`src/rtl/pulse_stretch_pkg.sv`:
```
// Shared types and default stretch constants for pulse_stretch and its users.
package aegnn;

  typedef enum logic [1:0] {
    IDLE = 2'd0,
    HIGH = 2'd1,
    GAP  = 2'd2
  } stretch_state_e;

  localparam int unsigned DEF_HIGH_CYC = 4;
  localparam int unsigned DEF_GAP_CYC  = 1;
  localparam int unsigned DEF_PEND_W   = 3;

  function automatic int unsigned max_u(input int unsigned a, input int unsigned b);
    return (a > b) ? a : b;
  endfunction

endpackage

```
`src/rtl/pulse_stretch_sat_counter.sv`:
```
// Saturating up/down counter with synchronous clear; sat is high at all-ones.
module sat_counter #(
  parameter int unsigned W = 3
) (
  input  logic         clk,
  input  logic         rstn,
  input  logic         inc,
  input  logic         dec,
  input  logic         clr,
  output logic [W-1:0] count,
  output logic         sat
);

  assign sat = (count == '1);

  always_ff @(posedge clk or negedge rstn) begin
    if (!rstn) begin
      count <= '0;
    end else if (clr) begin
      count <= '0;
    end else if (inc && !dec && !sat) begin
      count <= count + W'(1);
    end else if (dec && !inc && (count != '0)) begin
      count <= count - W'(1);
    end
  end

endmodule

```
`src/rtl/pulse_stretch.sv`:
```
// Stretches event pulses into HIGH_CYC-cycle levels separated by GAP_CYC low cycles, queueing overlaps.
// Define PULSE_STRETCH_OVF_EN to add the sticky ovf flag and the 8-bit drop_cnt output.
module pulse_stretch
  import aegnn::*;
#(
  parameter int unsigned HIGH_CYC = DEF_HIGH_CYC,
  parameter int unsigned GAP_CYC  = DEF_GAP_CYC,
  parameter int unsigned PEND_W   = DEF_PEND_W
) (
  input  logic              clk,
  input  logic              rstn,
  input  logic              pulse_in,
  input  logic              clr,
  output logic              level,
  output logic              busy,
  output logic [PEND_W-1:0] pend_cnt,
`ifdef PULSE_STRETCH_OVF_EN
  output logic              ovf,
  output logic [7:0]        drop_cnt,
`endif
  output logic              drop
);

  localparam int unsigned TW = $clog2(max_u(HIGH_CYC, GAP_CYC) + 1);
  localparam logic [TW-1:0] HIGH_LOAD = TW'(HIGH_CYC - 1);
  localparam logic [TW-1:0] GAP_LOAD  = (GAP_CYC > 0) ? TW'(GAP_CYC - 1) : '0;

  stretch_state_e state, state_nxt;
  logic [TW-1:0]  timer, timer_nxt;
  logic           pend_inc, pend_dec, pend_sat, pend_nz, drop_nxt;

  assign pend_nz = (pend_cnt != '0);
  // In IDLE a pulse with an empty queue is consumed directly; with a non-empty
  // queue it is queued while the oldest pending event is replayed.
  assign pend_inc = pulse_in && ((state != IDLE) || pend_nz);
  assign drop_nxt = pend_inc && !pend_dec && pend_sat;

  always_comb begin
    state_nxt = state;
    timer_nxt = timer;
    pend_dec  = 1'b0;
    case (state)
      IDLE: begin
        if (pulse_in || pend_nz) begin
          state_nxt = HIGH;
          timer_nxt = HIGH_LOAD;
          pend_dec  = pend_nz;
        end
      end
      HIGH: begin
        if (timer != '0) begin
          timer_nxt = timer - TW'(1);
        end else if (GAP_CYC > 0) begin
          state_nxt = GAP;
          timer_nxt = GAP_LOAD;
        end else if (pend_nz) begin
          timer_nxt = HIGH_LOAD;
          pend_dec  = 1'b1;
        end else begin
          state_nxt = IDLE;
        end
      end
      GAP: begin
        if (timer != '0) begin
          timer_nxt = timer - TW'(1);
        end else if (pend_nz) begin
          state_nxt = HIGH;
          timer_nxt = HIGH_LOAD;
          pend_dec  = 1'b1;
        end else begin
          state_nxt = IDLE;
        end
      end
      default: begin
        state_nxt = IDLE;
        timer_nxt = '0;
      end
    endcase
  end

  always_ff @(posedge clk or negedge rstn) begin
    if (!rstn) begin
      state <= IDLE;
      timer <= '0;
      level <= 1'b0;
      busy  <= 1'b0;
      drop  <= 1'b0;
    end else if (clr) begin
      state <= IDLE;
      timer <= '0;
      level <= 1'b0;
      busy  <= 1'b0;
      drop  <= 1'b0;
    end else begin
      state <= state_nxt;
      timer <= timer_nxt;
      level <= (state_nxt == HIGH);
      busy  <= (state_nxt != IDLE);
      drop  <= drop_nxt;
    end
  end

  sat_counter #(.W(PEND_W)) u_pend (
    .clk   (clk),
    .rstn  (rstn),
    .inc   (pend_inc),
    .dec   (pend_dec),
    .clr   (clr),
    .count (pend_cnt),
    .sat   (pend_sat)
  );

`ifdef PULSE_STRETCH_OVF_EN
  logic drop_sat;

  always_ff @(posedge clk or negedge rstn) begin
    if (!rstn) begin
      ovf <= 1'b0;
    end else if (clr) begin
      ovf <= 1'b0;
    end else if (drop_nxt) begin
      ovf <= 1'b1;
    end
  end

  sat_counter #(.W(8)) u_drop_cnt (
    .clk   (clk),
    .rstn  (rstn),
    .inc   (drop_nxt && !drop_sat),
    .dec   (1'b0),
    .clr   (clr),
    .count (drop_cnt),
    .sat   (drop_sat)
  );
`endif

endmodule

```
`config.mk`:
```
export PLATFORM = sky130hd
export DESIGN_NAME = pulse_stretch
export DESIGN_NICKNAME = d
export VERILOG_FILES = /design/src/rtl/pulse_stretch_pkg.sv /design/src/rtl/pulse_stretch_sat_counter.sv /design/src/rtl/pulse_stretch.sv
export SDC_FILE = /design/constraint.sdc
export NUM_CORES = 1
export LEC_CHECK = 0
export ABC_CLOCK_PERIOD_IN_PS = 2600
export BUFFER_PORTS_ARGS = -buffer_cell sky130_fd_sc_hd__buf_2
export CORE_MARGIN = 2
export CORE_UTILIZATION = 40
export CTS_CLUSTER_SIZE = 14
export DETAILED_ROUTE_END_ITERATION = 8
export HOLD_SLACK_MARGIN = 0.08
export PLACE_DENSITY = 0.59
export SLEW_MARGIN = 20
export SYNTH_ARGS = -nofsm -noshare
export SYNTH_HDL_FRONTEND = slang
export SYNTH_SLANG_ARGS = --single-unit
```
`constraint.sdc`:
```
create_clock -name clk -period 2.6 [get_ports clk]
set_input_delay 0.26 -clock clk [delete_from_list [all_inputs] [get_ports clk]]
set_output_delay 0.26 -clock clk [all_outputs]
set_load 0.005 [all_outputs]
```
# Word-level counts from Yosys, hierarchy flattened
# Cells that the tools add are included.
[word_totals] reg_bits=11 in_bits=4 out_inout_bits=6 wordCells=55
[op_classes] n_addsub=3 n_eq_ne=6 n_mux=22 n_reduce_logical=18
[op_table] cell="$mux W3" count=8
[op_table] cell="$pmux W3 S3" count=1
[op_table] cell="$reduce_bool A3 Y1" count=3
[op_table] cell="$mux W2" count=4
[op_table] cell="$mux W1" count=7
[op_table] cell="$logic_and A1 B1 Y1" count=6
[op_table] cell="$pmux W2 S3" count=1
[op_table] cell="$sub A3 B1 Y3 const B" count=2
[op_table] cell="$eq A2 B1 Y1 const B" count=2
[op_table] cell="$ne A4 B4 Y1 const B" count=1
[op_table] cell="$reduce_bool A2 Y1" count=2
[op_table] cell="$add A3 B1 Y3 const B" count=1
[op_table] cell="$eq A3 B3 Y1 const B" count=1
[op_table] cell="$logic_not A1 Y1" count=3
[op_table] cell="$ne A3 B3 Y1 const B" count=1
[op_table] cell="$eq A2 B2 Y1 const B" count=1
[op_table] cell="$logic_not A2 Y1" count=1
[op_table] cell="$logic_or A1 B1 Y1" count=2
[op_table] cell="$pmux W1 S2" count=1
[op_table] cell="$reduce_and A2 Y1" count=1

# Depth between registers and ports, before layout
[logic_depth] word_depth=9 ltp_mapped=8 depth_no_buf=7

# By module
# A second synthesis with hierarchy kept.
[unflattened] cells_unflattened=76 hier_area_um2=768.2
[modules_own_cells] module="pulse_stretch" instances=1 cells_per_inst=46 area_per_inst_um2=506.7
[modules_own_cells] module="sat_counter" instances=1 cells_per_inst=30 area_per_inst_um2=261.5

# Worst setup path before layout
# OpenSTA, ideal clock, no wires.
[synth_timing] path_kind="flip-flop to flip-flop" startpoint="register timer[2]" endpoint="register u_pend.count[2]" setup_time_ns=0.128 arrival_time_ns=2.227 required_ns=2.472 path_slack_ns=0.245 stages_incl_launch_ff=7 period_less_slack_ns=2.355 path_cell_list="dfrtp_1 nor4_4 a211oi_2 or2_2 fa_1 o31ai_2 mux2_1"
[synth_via] elab_chain_cells=8
[synth_lines] item="start: declaration" line="pulse_stretch.sv:29" text="logic [TW-1:0] timer, timer_nxt;"
[synth_lines] item="start signal: assignment" line="pulse_stretch.sv:96" text="timer <= timer_nxt;"
[synth_lines] item="$reduce_bool A3 Y1 *" line="pulse_stretch.sv:51, pulse_stretch.sv:64"
[synth_lines] item="$mux W1 *" line="pulse_stretch.sv:64" text="if (timer != '0) begin"
[synth_lines] item="$pmux W1 S2 *" line="pulse_stretch.sv:42" text="case (state)"
[synth_lines] item="$logic_not A1 Y1" line="pulse_stretch_sat_counter.sv:21" text="end else if (inc && !dec && !sat) begin"
[synth_lines] item="$logic_and A1 B1 Y1 (2 in series)" line="pulse_stretch_sat_counter.sv:21"
[synth_lines] item="$mux W3" line="pulse_stretch_sat_counter.sv:21"
[synth_lines] item="$mux W3" line="pulse_stretch_sat_counter.sv:19" text="end else if (clr) begin"
[synth_lines] item="end signal: assignment" line="pulse_stretch_sat_counter.sv:22" text="count <= count + W'(1);"
[synth_lines] item="end signal: assignment" line="pulse_stretch_sat_counter.sv:24" text="count <= count - W'(1);"
[synth_lines] item="end: declaration" line="pulse_stretch_sat_counter.sv:10" text="output logic [W-1:0] count,"
# Mark *: on every way between the ends. The rest lies on a longest branch, timed or not.
# A chain may end at the register's enable or synchronous reset.

# Worst setup path in the final report
# Same ends and word-level chain as after synthesis.

==> key figures <==
Cells and area
  • Ratio of cells with drive above 1 in the final layout: 33.3%
  • Nets@finish: 90
  • Antenna cell count: 0
  • Area Growth Syn to Fin: 15.8%
  • Non-filler cells, final: 109
  • Fin area: 846 um^2

Setup path
  • Kind of critical path: register to register
  • Max FO, Critical Path: 5
  • FF-to-FF End: u_pend.count[2]
  • Critical Path Sink: u_pend.count[2]
  • Critical Path AT: 2.64 ns
  • R2R Path Start: timer[2]
  • Worst Path Required: 2.76 ns
  • Worst reg2reg setup slack: 0.12 ns
  • Setup crit start: timer[2]
  • Crit path launch type: register
  • R2R depth: 6
  • Crit path capture type: register
  • Worst path slowest cell: dfrtp_1
  • CP Cell Sequence: nor4_4, a211oi_2, or2_2, fa_1, o31ai_2, mux2_1
  • Crit path largest cell delay: 0.45 ns

Route
  • Vias per std cell: 5.51
  • DR vias: 601
  • Drc violations: 0
  • Detailed Routing Iterations Pass 1: 4
  • DRT iter0 DRCs: 19
  • Wire per inst: 13.6 um
  • Routed Antenna Nets: 0
  • Final WL: 1.48 mm

Yosys
  • Synth top area share: 37.7%
  • Sequential-to-total area share from yosys stat: 37.7%
  • Warnings from Yosys: 0
  • Mapped Nets: 76
  • #FFs+latches synth: 11
  • Most common cell in the synthesized netlist: dfrtp_1
  • Area leader, netlist: dfrtp_1
  • EDFF count, synth: 0
  • Synth Cell Area: 731 um^2
  • Mean area per synthesized cell: 10.3 um^2
  • Main synth FF type: dfrtp_1
  • Synth top area cells: dfrtp_1 (38%), nor4_2 (5.1%), nor3_2 (4.1%), a211oi_2 (3.4%), nor3_1 (3.4%)
  • Top cells by count, synth: dfrtp_1 (11), nor2_1 (5), nor3_1 (5)
  • Synth cell types: 35
  • Post-synthesis async set-or-reset flop share: 100%
  • Cell count after synthesis: 71

Die
  • Row cnt: 15
  • Top Ports: 10
  • CORE AREA: 1730 um^2
  • DIE HEIGHT: 46.7 um
  • Initial Util: 42.3%
  • Full die area: 2180 um^2
  • Die X: 46.7 um

Placement
  • Gp weighted congestion: 0.814
  • Place WS: 0.123 ns
  • Port bufs: 9
  • Placed cell count: 104
  • Post-DP HPWL: 1.04 mm
  • Post-DP Area: 810 um^2

STA
  • Worst rel slew slack: 66.3%
  • Max Clk Rate: 403 MHz
  • Setup_tns: 0 ns
  • Unrepaired setup endpoints after global routing: no
  • Setup slack after layout: 0.119 ns
  • Minimum clock period: 2.48 ns
  • Final Max Tran Viols: 0
  • Worst Tran Pin Value: 0.502 ns
  • # setup viols final: 0
  • Final hold viol count: 0
  • Post-Route Skew: 0.00723 ns
  • Fin crit share: 95.4%

Run status
  • Run status: finished clean

Pwr
  • Worst vdd ir: 0.000431 V
  • Pwr dens: 1140 nW/um^2
  • Leakage power: 0.349 nW

Flow run
  • MaxCap Viol Count: 0

Global route
  • Initial antenna violation count: 0
  • Largest net degree at the start of global routing: 15
  • First-pass GRT wire length: 2.46 mm
  • Gr usage total: 16.4%
  • Gr ovfl total: 0
  • Vias in the first global route: 521

Clocking
  • CTS root buf: clkbuf_4
  • CTS tree: built
  • Clock tree buffer depth: 2
  • CTS H-tree lvls: 1
  • CTS Sinks: 11
  • CTS clk-pin slew, worst paths: 0.08 ns
  • Clock buffer count from CTS: 3
  • Worst skew pair latency: 0.28 ns
  • # resized after CTS: 0

Min path
  • Hold WC Path Type: input port to register
report_power, final:
part           internal [mW]  total, mW  switching (mW)
sequential             0.226      0.304          0.0783
combinational          0.251      0.538           0.287
clock                 0.0596      0.124          0.0640
total                  0.537      0.966           0.429
critical path, delay by kind of cell, from the launching register on:
family / cells / cell delay [ns]
DFF: 1 / 0.45
and+or+nand+nor: 2 / 0.70
adders and majority gates: 1 / 0.42
muxes: 1 / 0.34
AOI/OAI and AO/OA: 2 / 0.45
registers in the layout, indices dropped and copies added (netlist names):
signal	cells
timer	3
level	1
state	2
busy	1
drop	1
u_pend.count	3
metal layers:
metal / up-vias / GRT usage [%] / wire length [um]
met5: - / 0 / 0
met4: 0 / 10.0 / 28
met3: 4 / 3.46 / 69
met2: 19 / 20.8 / 639
met1: 279 / 24.9 / 742
li1: 299 / - / -
cell families after synthesis:
| family | count (synthesis) | synth area share [%] |
|---|---|---|
| XOR/XNOR | 1 | 1.20 |
| buffers and inverters | 7 | 4.28 |
| flip-flops | 11 | 37.7 |
| AO/OA/AOI/OAI | 22 | 25.2 |
| AND/OR/NAND/NOR | 28 | 27.4 |
| multiplexers | 1 | 1.54 |
| adder cells (fa/ha/maj) | 1 | 2.74 |
how the worst min path moves through the flow:
stage	depth (start not counted)	to	startpoint
after global placement	1	busy	rstn
after floorplan	0	busy	rstn
after detailed placement	1	state[1]	rstn
after global routing	2	state[1]	clr
final	2	state[1]	clr
after CTS	2	state[1]	clr
layout make-up:
cell class	instances	area, um^2
Clock buffer	4	26.3
Fill cell	170	881
Inverter	3	11.3
Multi-Input combinational cell	53	424
Sequential cell	11	275
Tap cell	25	31.3
Timing Repair Buffer	13	77.6
layout by cell type, fill, tap and decap left out, types with 3 or more instances in the layout:
cell       n
o21a_1     3
inv_1      3
nor3_2     3
nor2_1     5
buf_4      3
buf_2      9
a21oi_1    3
clkbuf_4   3
dfrtp_1   11
nor3_1     5
nor4_2     3
stage by stage:
| stage | total power [mW] | utilization [%] | hold slack (ns) |
|---|---|---|---|
| 2_1_floorplan | 0.719 | - | -0.0356 |
| 3_3_place_gp | 0.838 | 46.9 | 0.145 |
| 3_5_place_dp | 0.843 | 46.9 | 0.147 |
| 4_1_cts | 0.971 | 49.0 | 0.304 |
| 5_1_grt | 1.05 | 49.0 | 0.324 |
| 6_report | 0.966 | 49.0 | 0.310 |
repair_timing:
| action | CTS | global route |
|---|---|---|
| hold buffers | 1 | 0 |
| buffers inserted | 0 | 0 |
| hold endpoints to repair | 11 | 0 |
| endpoints found under the setup margin | 0 | 0 |
Power figures use the tool's default switching activity.
